<file path="src/rtl/wb_master_bridge_pkg.sv">
// Shared types, field layout and defaults for the request/response to Wishbone bridge.
package wb_master_bridge_pkg;

    localparam int REQ_W        = 69;
    localparam int RESP_W       = 33;
    localparam int REQ_WE_BIT   = 68;
    localparam int REQ_SEL_LSB  = 64;
    localparam int REQ_ADR_LSB  = 32;
    localparam int REQ_DAT_LSB  = 0;
    localparam int RESP_ERR_BIT = 32;
    localparam int SEL_W        = 4;
    localparam int ADR_W        = 32;
    localparam int DAT_W        = 32;
    localparam int CTR_W        = 16;

    localparam int unsigned TIMEOUT_DEFAULT = 256;

    typedef enum logic [1:0] {
        ST_IDLE = 2'd0,
        ST_BUS  = 2'd1,
        ST_RESP = 2'd2
    } state_t;

    // Field order matches the bit positions above: we is the MSB.
    typedef struct packed {
        logic             we;
        logic [SEL_W-1:0] sel;
        logic [ADR_W-1:0] adr;
        logic [DAT_W-1:0] dat;
    } req_t;

    typedef struct packed {
        logic             err;
        logic [DAT_W-1:0] dat;
    } resp_t;

endpackage

</file>
<file path="src/rtl/wb_master_bridge_if.sv">
// Request/response handshake plus Wishbone classic master signals.
interface wb_master_bridge_if;
    import wb_master_bridge_pkg::*;

    logic [REQ_W-1:0]  req_msg;
    logic              req_val;
    logic              req_rdy;
    logic [RESP_W-1:0] resp_msg;
    logic              resp_val;
    logic              resp_rdy;

    logic              wbm_cyc_o;
    logic              wbm_stb_o;
    logic              wbm_we_o;
    logic [SEL_W-1:0]  wbm_sel_o;
    logic [ADR_W-1:0]  wbm_adr_o;
    logic [DAT_W-1:0]  wbm_dat_o;
    logic              wbm_ack_i;
    logic              wbm_err_i;
    logic [DAT_W-1:0]  wbm_dat_i;

    modport master (
        input  req_msg, req_val, resp_rdy, wbm_ack_i, wbm_err_i, wbm_dat_i,
        output req_rdy, resp_msg, resp_val,
        output wbm_cyc_o, wbm_stb_o, wbm_we_o, wbm_sel_o, wbm_adr_o, wbm_dat_o
    );

    modport slave (
        output req_msg, req_val, resp_rdy, wbm_ack_i, wbm_err_i, wbm_dat_i,
        input  req_rdy, resp_msg, resp_val,
        input  wbm_cyc_o, wbm_stb_o, wbm_we_o, wbm_sel_o, wbm_adr_o, wbm_dat_o
    );

endinterface

</file>
<file path="src/rtl/wb_timeout_ctr.sv">
// Bus wait counter; expired flags the last cycle allowed before abandoning a transfer.
module wb_timeout_ctr
    import wb_master_bridge_pkg::*;
#(
    parameter int unsigned LIMIT = TIMEOUT_DEFAULT
) (
    input  logic clk,
    input  logic rst_n,
    input  logic clear,
    input  logic enable,
    output logic expired
);

    localparam logic [CTR_W-1:0] LAST = CTR_W'(LIMIT - 1);

    logic [CTR_W-1:0] count;

    always_ff @(posedge clk or negedge rst_n) begin
        if (!rst_n) begin
            count <= '0;
        end else if (clear) begin
            count <= '0;
        end else if (enable) begin
            count <= count + 1'b1;
        end
    end

    assign expired = (count == LAST);

endmodule

</file>
<file path="src/rtl/wb_master_bridge.sv">
// Single-outstanding request/response to Wishbone classic master bridge.
// state   | meaning
// IDLE    | req_rdy high, waiting for a request
// BUS     | cyc/stb asserted, waiting for ack, err or timeout
// RESP    | resp_val high until the consumer takes it
module wb_master_bridge
    import wb_master_bridge_pkg::*;
#(
    parameter int unsigned TIMEOUT_CYCLES = TIMEOUT_DEFAULT
) (
    input  logic               wb_clk_i,
    input  logic               wb_rst_ni,
    wb_master_bridge_if.master bus
);

    state_t           state;
    req_t             req;
    resp_t            resp_r;
    logic             req_rdy_r;
    logic             resp_val_r;
    logic             cyc_r;
    logic             stb_r;
    logic             we_r;
    logic [SEL_W-1:0] sel_r;
    logic [ADR_W-1:0] adr_r;
    logic [DAT_W-1:0] dat_r;
    logic             expired;
    logic             ctr_clear;
    logic             ctr_en;

    assign req       = req_t'(bus.req_msg);
    assign ctr_clear = (state != ST_BUS);
    assign ctr_en    = (state == ST_BUS) && !bus.wbm_ack_i && !bus.wbm_err_i;

    wb_timeout_ctr #(.LIMIT(TIMEOUT_CYCLES)) u_ctr (
        .clk     (wb_clk_i),
        .rst_n   (wb_rst_ni),
        .clear   (ctr_clear),
        .enable  (ctr_en),
        .expired (expired)
    );

    always_ff @(posedge wb_clk_i or negedge wb_rst_ni) begin
        if (!wb_rst_ni) begin
            state      <= ST_IDLE;
            req_rdy_r  <= 1'b1;
            resp_val_r <= 1'b0;
            resp_r     <= '0;
            cyc_r      <= 1'b0;
            stb_r      <= 1'b0;
            we_r       <= 1'b0;
            sel_r      <= '0;
            adr_r      <= '0;
            dat_r      <= '0;
        end else begin
            case (state)
                ST_IDLE: begin
                    if (bus.req_val) begin
                        state     <= ST_BUS;
                        req_rdy_r <= 1'b0;
                        cyc_r     <= 1'b1;
                        stb_r     <= 1'b1;
                        we_r      <= req.we;
                        sel_r     <= req.sel;
                        adr_r     <= req.adr;
                        dat_r     <= req.dat;
                    end
                end
                ST_BUS: begin
                    // A real termination always wins over the timeout in the same cycle.
                    if (bus.wbm_err_i || bus.wbm_ack_i || expired) begin
                        state      <= ST_RESP;
                        cyc_r      <= 1'b0;
                        stb_r      <= 1'b0;
                        we_r       <= 1'b0;
                        resp_val_r <= 1'b1;
                        if (bus.wbm_err_i) begin
                            resp_r <= '{err: 1'b1, dat: '0};
                        end else if (bus.wbm_ack_i) begin
                            resp_r <= '{err: 1'b0, dat: (we_r ? '0 : bus.wbm_dat_i)};
                        end else begin
                            resp_r <= '{err: 1'b1, dat: '0};
                        end
                    end
                end
                ST_RESP: begin
                    if (bus.resp_rdy) begin
                        state      <= ST_IDLE;
                        resp_val_r <= 1'b0;
                        req_rdy_r  <= 1'b1;
                    end
                end
                default: begin
                    state      <= ST_IDLE;
                    req_rdy_r  <= 1'b1;
                    resp_val_r <= 1'b0;
                    cyc_r      <= 1'b0;
                    stb_r      <= 1'b0;
                    we_r       <= 1'b0;
                end
            endcase
        end
    end

    assign bus.req_rdy   = req_rdy_r;
    assign bus.resp_val  = resp_val_r;
    assign bus.resp_msg  = resp_r;
    assign bus.wbm_cyc_o = cyc_r;
    assign bus.wbm_stb_o = stb_r;
    assign bus.wbm_we_o  = we_r;
    assign bus.wbm_sel_o = sel_r;
    assign bus.wbm_adr_o = adr_r;
    assign bus.wbm_dat_o = dat_r;

endmodule

</file>
<file path="src/flat_wrapper.sv">
// flat-port wrapper written by rule: the top's interface ports become plain ports
module wb_master_bridge_flat import wb_master_bridge_pkg::*;
#(
    parameter int unsigned TIMEOUT_CYCLES = TIMEOUT_DEFAULT
)
  (wb_clk_i, wb_rst_ni, bus_req_msg, bus_req_val, bus_resp_rdy, bus_wbm_ack_i, bus_wbm_err_i, bus_wbm_dat_i, bus_req_rdy, bus_resp_msg, bus_resp_val, bus_wbm_cyc_o, bus_wbm_stb_o, bus_wbm_we_o, bus_wbm_sel_o, bus_wbm_adr_o, bus_wbm_dat_o);
  wb_master_bridge_if bus_i ();
  input  logic wb_clk_i;
  input  logic wb_rst_ni;
  input wire logic [$bits(bus_i.req_msg)-1:0] bus_req_msg;
  input wire logic [$bits(bus_i.req_val)-1:0] bus_req_val;
  input wire logic [$bits(bus_i.resp_rdy)-1:0] bus_resp_rdy;
  input wire logic [$bits(bus_i.wbm_ack_i)-1:0] bus_wbm_ack_i;
  input wire logic [$bits(bus_i.wbm_err_i)-1:0] bus_wbm_err_i;
  input wire logic [$bits(bus_i.wbm_dat_i)-1:0] bus_wbm_dat_i;
  output wire logic [$bits(bus_i.req_rdy)-1:0] bus_req_rdy;
  output wire logic [$bits(bus_i.resp_msg)-1:0] bus_resp_msg;
  output wire logic [$bits(bus_i.resp_val)-1:0] bus_resp_val;
  output wire logic [$bits(bus_i.wbm_cyc_o)-1:0] bus_wbm_cyc_o;
  output wire logic [$bits(bus_i.wbm_stb_o)-1:0] bus_wbm_stb_o;
  output wire logic [$bits(bus_i.wbm_we_o)-1:0] bus_wbm_we_o;
  output wire logic [$bits(bus_i.wbm_sel_o)-1:0] bus_wbm_sel_o;
  output wire logic [$bits(bus_i.wbm_adr_o)-1:0] bus_wbm_adr_o;
  output wire logic [$bits(bus_i.wbm_dat_o)-1:0] bus_wbm_dat_o;
  assign bus_i.req_msg = bus_req_msg;
  assign bus_i.req_val = bus_req_val;
  assign bus_i.resp_rdy = bus_resp_rdy;
  assign bus_i.wbm_ack_i = bus_wbm_ack_i;
  assign bus_i.wbm_err_i = bus_wbm_err_i;
  assign bus_i.wbm_dat_i = bus_wbm_dat_i;
  assign bus_req_rdy = bus_i.req_rdy;
  assign bus_resp_msg = bus_i.resp_msg;
  assign bus_resp_val = bus_i.resp_val;
  assign bus_wbm_cyc_o = bus_i.wbm_cyc_o;
  assign bus_wbm_stb_o = bus_i.wbm_stb_o;
  assign bus_wbm_we_o = bus_i.wbm_we_o;
  assign bus_wbm_sel_o = bus_i.wbm_sel_o;
  assign bus_wbm_adr_o = bus_i.wbm_adr_o;
  assign bus_wbm_dat_o = bus_i.wbm_dat_o;
  wb_master_bridge #(.TIMEOUT_CYCLES(TIMEOUT_CYCLES)) u_core (.wb_clk_i(wb_clk_i), .wb_rst_ni(wb_rst_ni), .bus(bus_i));
endmodule
</file>
<file path="config.mk">
export PLATFORM = sky130hd
export DESIGN_NAME = wb_master_bridge_flat
export DESIGN_NICKNAME = d
export VERILOG_FILES = /design/src/rtl/wb_master_bridge_pkg.sv /design/src/rtl/wb_master_bridge_if.sv /design/src/rtl/wb_timeout_ctr.sv /design/src/rtl/wb_master_bridge.sv /design/src/flat_wrapper.sv
export SDC_FILE = /design/constraint.sdc
export NUM_CORES = 1
export LEC_CHECK = 0
export BUFFER_PORTS_ARGS = -buffer_cell sky130_fd_sc_hd__buf_2
export CORE_UTILIZATION = 42
export CTS_BUF_LIST = sky130_fd_sc_hd__clkbuf_16
export DETAILED_ROUTE_END_ITERATION = 10
export PLACE_DENSITY = 0.82
export SLEW_MARGIN = 20
export SYNTH_ARGS = -nofsm -noshare
export SYNTH_HDL_FRONTEND = slang
export SYNTH_SLANG_ARGS = --single-unit
</file>
<file path="constraint.sdc">
create_clock -name wb_clk_i -period 1.7 [get_ports wb_clk_i]
set_input_delay 0.085 -clock wb_clk_i [delete_from_list [all_inputs] [get_ports wb_clk_i]]
set_output_delay 0.085 -clock wb_clk_i [all_outputs]
set_load 0.01 [all_outputs]
</file>
==> results.ini <==
[status]
status = complete, no violations

[timing]
fin_crit_sh_pct = 98.7
worst_pin_slew_ps = 386
rsz0062_at_grt = yes
setup_violations = 0
min_period_ps = 1680
slew_viol_final = 0
hold_viol = 0
fin_ws_ps = 22.7
fmaxAchievable_mhz = 596
timing.slew.headroom_pct = 74.2
setup_tns_ps = 0
final.setup_skew_ps = 8.03

[min_path]
min_from = bus_wbm_ack_i
holdPathStages = 4
hold_end = u_core.bus.resp_msg[32]
hold_path.class = in -> reg

[synthesis]
yosysWarnings = 0
syn_area_per_cell_sq_um = 14.2
synth_xor_area_share_pct = 1.83
netlist.top_cell.by_area = dfrtp_1
synth_cell_types = 39
synth-simple-area-share_pct = 6.29
synth.yosys.seq_area_share_pct = 64.2
syn-cell-area_sq_um = 4800
synth_adder_area_share_pct = 0.261
yosys-top-cells-area = dfrtp_1 64%, mux2_2 16%, a22o_1 5.8%
synth.area.mux_share_pct = 16.2
synth_seq_cells = 123
synth_top_family_by_area = multiplexers
synth_compound_area_share_pct = 8.77
syn-instance-count = 338
synth.top_cell.area_share_pct = 63.7
synthesis.nets = 446

[cts]
cts_root_buf = clkbuf_16
htree_num_levels = 4
cts_sinks = 123
cts_buffers = 17
clk_pin_slew_ps = 50
cts_buffer_depth = 2
clock_latency_ps = 410
cts_tree = done

[floorplan]
start_util_pct = 43.7
core_area_sq_um = 11000
row_count = 38
die_y_um = 109
io_pins = 213
die_area_sq_um = 11900
die_width_um = 109

[cells_and_area]
multi_input_area_sq_um = 1660
drive_above_1_share_pct = 50.5
antenna-diode-count = 0
postLayoutCellArea_sq_um = 7790
most-common-layout-cells = 211 x buf_2, 118 x dfrtp_1, 104 x dlygate4sd3_1
fill_cells = 702
area.sequential_sq_um = 3080
nets = 784
layout-area-overhead-vs-synth_pct = 62.4
stdcell_count = 827
final_common_cell = buf_2

[place]
placed_cells = 689
postPlaceCellArea_sq_um = 6150
dpl_worst_slack_ps = 34.4
hpwl_um = 8470
finalWeightedCongestion = 0.817
portBuffers = 212

[global_route]
antenna_found_initial = 0
grt_max_degree = 50
overflow = 0
grt_pass1_vias = 4523
groute.usage.overall_pct = 25.4
grt_pass1_wl_um = 22500

[detailed_routing]
drt_iter0_drc = 313
drt.antenna.violating_nets = 0
vias = 4228
wire_per_inst_um = 17.5
drc_errors = 0
vias_per_cell = 5.11
routed_wl_um = 14400
first_pass_iters = 4

[worst_setup_path]
worst-r2r-setup-slack_ps = 20
path_class = reg -> reg
crit_family = simple AND/OR/NAND/NOR gates
crit_fanout = 5
timing.rr.end = u_core.u_ctr.count[15]
rr_startpoint = u_core.u_ctr.count[9]
crit_required_ps = 2030
crit_arrival_ps = 2010
reg2reg_depth = 4
cpMaxStageDelayCell = or4_4
cp-end-kind = flop
crit_buf_inv = 0
slowest_delay_ps = 530
worstPathCellList = nand4_1 > or4_4 > or3_1 > a21oi_1
critPathLaunchType = flop

[power]
vdd_drop_max_mv = 0.974
p_per_area_nw_per_um2 = 1660
p_leak_nw = 3.79

[flow_run]
maxCapViolCount = 0

## kinds of logic (layout without fill, tap and decap cells)
family / Yosys count / count (layout)
simple gates: 57 / 57
fa+ha+maj: 1 / 1
mux: 69 / 69
buf+inv: 24 / 373
flops: 123 / 123
compound gates: 54 / 54
xor+xnor: 10 / 10
## report_power, final
part           internal [mW]  switching (mW)  leakage, nW
Clock                   1.94            1.20        0.255
Sequential              4.23           0.800         1.52
Combinational           2.45            2.29         2.01
Total                   8.63            4.29         3.79
## tightest hold or removal path: cells and delay by family
family	cells	cell delay, ps
and+or+nand+nor	2	210
buffers and inverters	1	120
AOI/OAI and AO/OA	1	50
## cell usage after synthesis
cell and instances:
a21o_1 1, a21oi_1 6, a22o_1 32, a31oi_1 2, and2_1 1, and3_1 3
and4_1 2, buf_2 10, buf_4 2, buf_6 1, clkbuf_1 7, dfrtp_1 122
dfstp_2 1, ha_1 1, inv_1 4, mux2_2 69, nand2_1 8, nand2b_1 2
nand3_1 5, nand4_1 4, nand4bb_1 1, nor2_1 18, nor2b_1 2, nor3_1 1
nor3b_1 1, nor4_1 3, o2111ai_1 2, o211ai_1 1, o21ai_0 5, o21bai_1 1
o22a_1 1, o31ai_1 2, o32ai_1 1, or2_2 1, or3_1 3, or3_2 1
or4_4 1, xnor2_1 3, xor2_1 7
## state kept, by name, summed over array words and instances, names as in the netlist
signal	flops
u_core.bus.req_rdy	1
u_core.bus.wbm_sel_o	4
u_core.bus.wbm_adr_o	32
u_core.bus.resp_msg	33
u_core.u_ctr.count	16
u_core.bus.wbm_cyc_o	1
u_core.state	2
u_core.bus.resp_val	1
u_core.bus.wbm_we_o	1
u_core.bus.wbm_dat_o	32
## timing repair
| item | in CTS | in global routing |
|---|---|---|
| endpoints found under the hold margin | 216 | 0 |
| setup buffers | 0 | 4 |
| gates resized for setup | 0 | 12 |
| hold buffers | 104 | 0 |
| setup endpoints to repair | 0 | 58 |
## worst max-delay path by stage
stage / slack, ps / depth (start not counted) / start / to
4_1_cts: 30 / 6 / u_core.u_ctr.count[0] / u_core.bus.resp_msg[7]
3_5_place_dp: 30 / 5 / u_core.u_ctr.count[10] / u_core.bus.resp_msg[7]
5_1_grt: -50 / 5 / u_core.u_ctr.count[12] / u_core.bus.resp_msg[20]
3_3_place_gp: 90 / 4 / u_core.u_ctr.count[10] / u_core.u_ctr.count[15]
2_1_floorplan: -30 / 7 / u_core.u_ctr.count[0] / u_core.bus.resp_msg[10]
6_report: 20 / 4 / u_core.u_ctr.count[9] / u_core.u_ctr.count[15]
## final cells by class
type / count / share of cell area [%]
clock buffers: 17 / 5.46
clock inverters: 13 / 1.11
inverters: 4 / 0.193
multi-input cells: 191 / 21.3
flip-flops and latches: 123 / 39.6
well taps: 140 / 2.25
repair buffers: 339 / 30.0
## through the flow
| stage | util, % | hold WS, ps | power, mW |
|---|---|---|---|
| global route | 70.9 | 121 | 13.6 |
| CTS | 70.2 | 78.8 | 12.8 |
| global placement | 56.0 | 29.5 | 9.21 |
| detailed placement | 56.0 | 38.6 | 9.43 |
| finish | 70.9 | 106 | 12.9 |
| floorplan | - | -211 | 7.37 |
## metal layers
layer	GRT usage [%]	vias to the layer above	part of all wire, %
li1	-	1897	-
met1	27.6	2053	37
met2	42.6	217	51
met3	8.91	61	7.7
met4	15.3	0	4.1
met5	0	-	0
(Power assumes the default switching activity.)
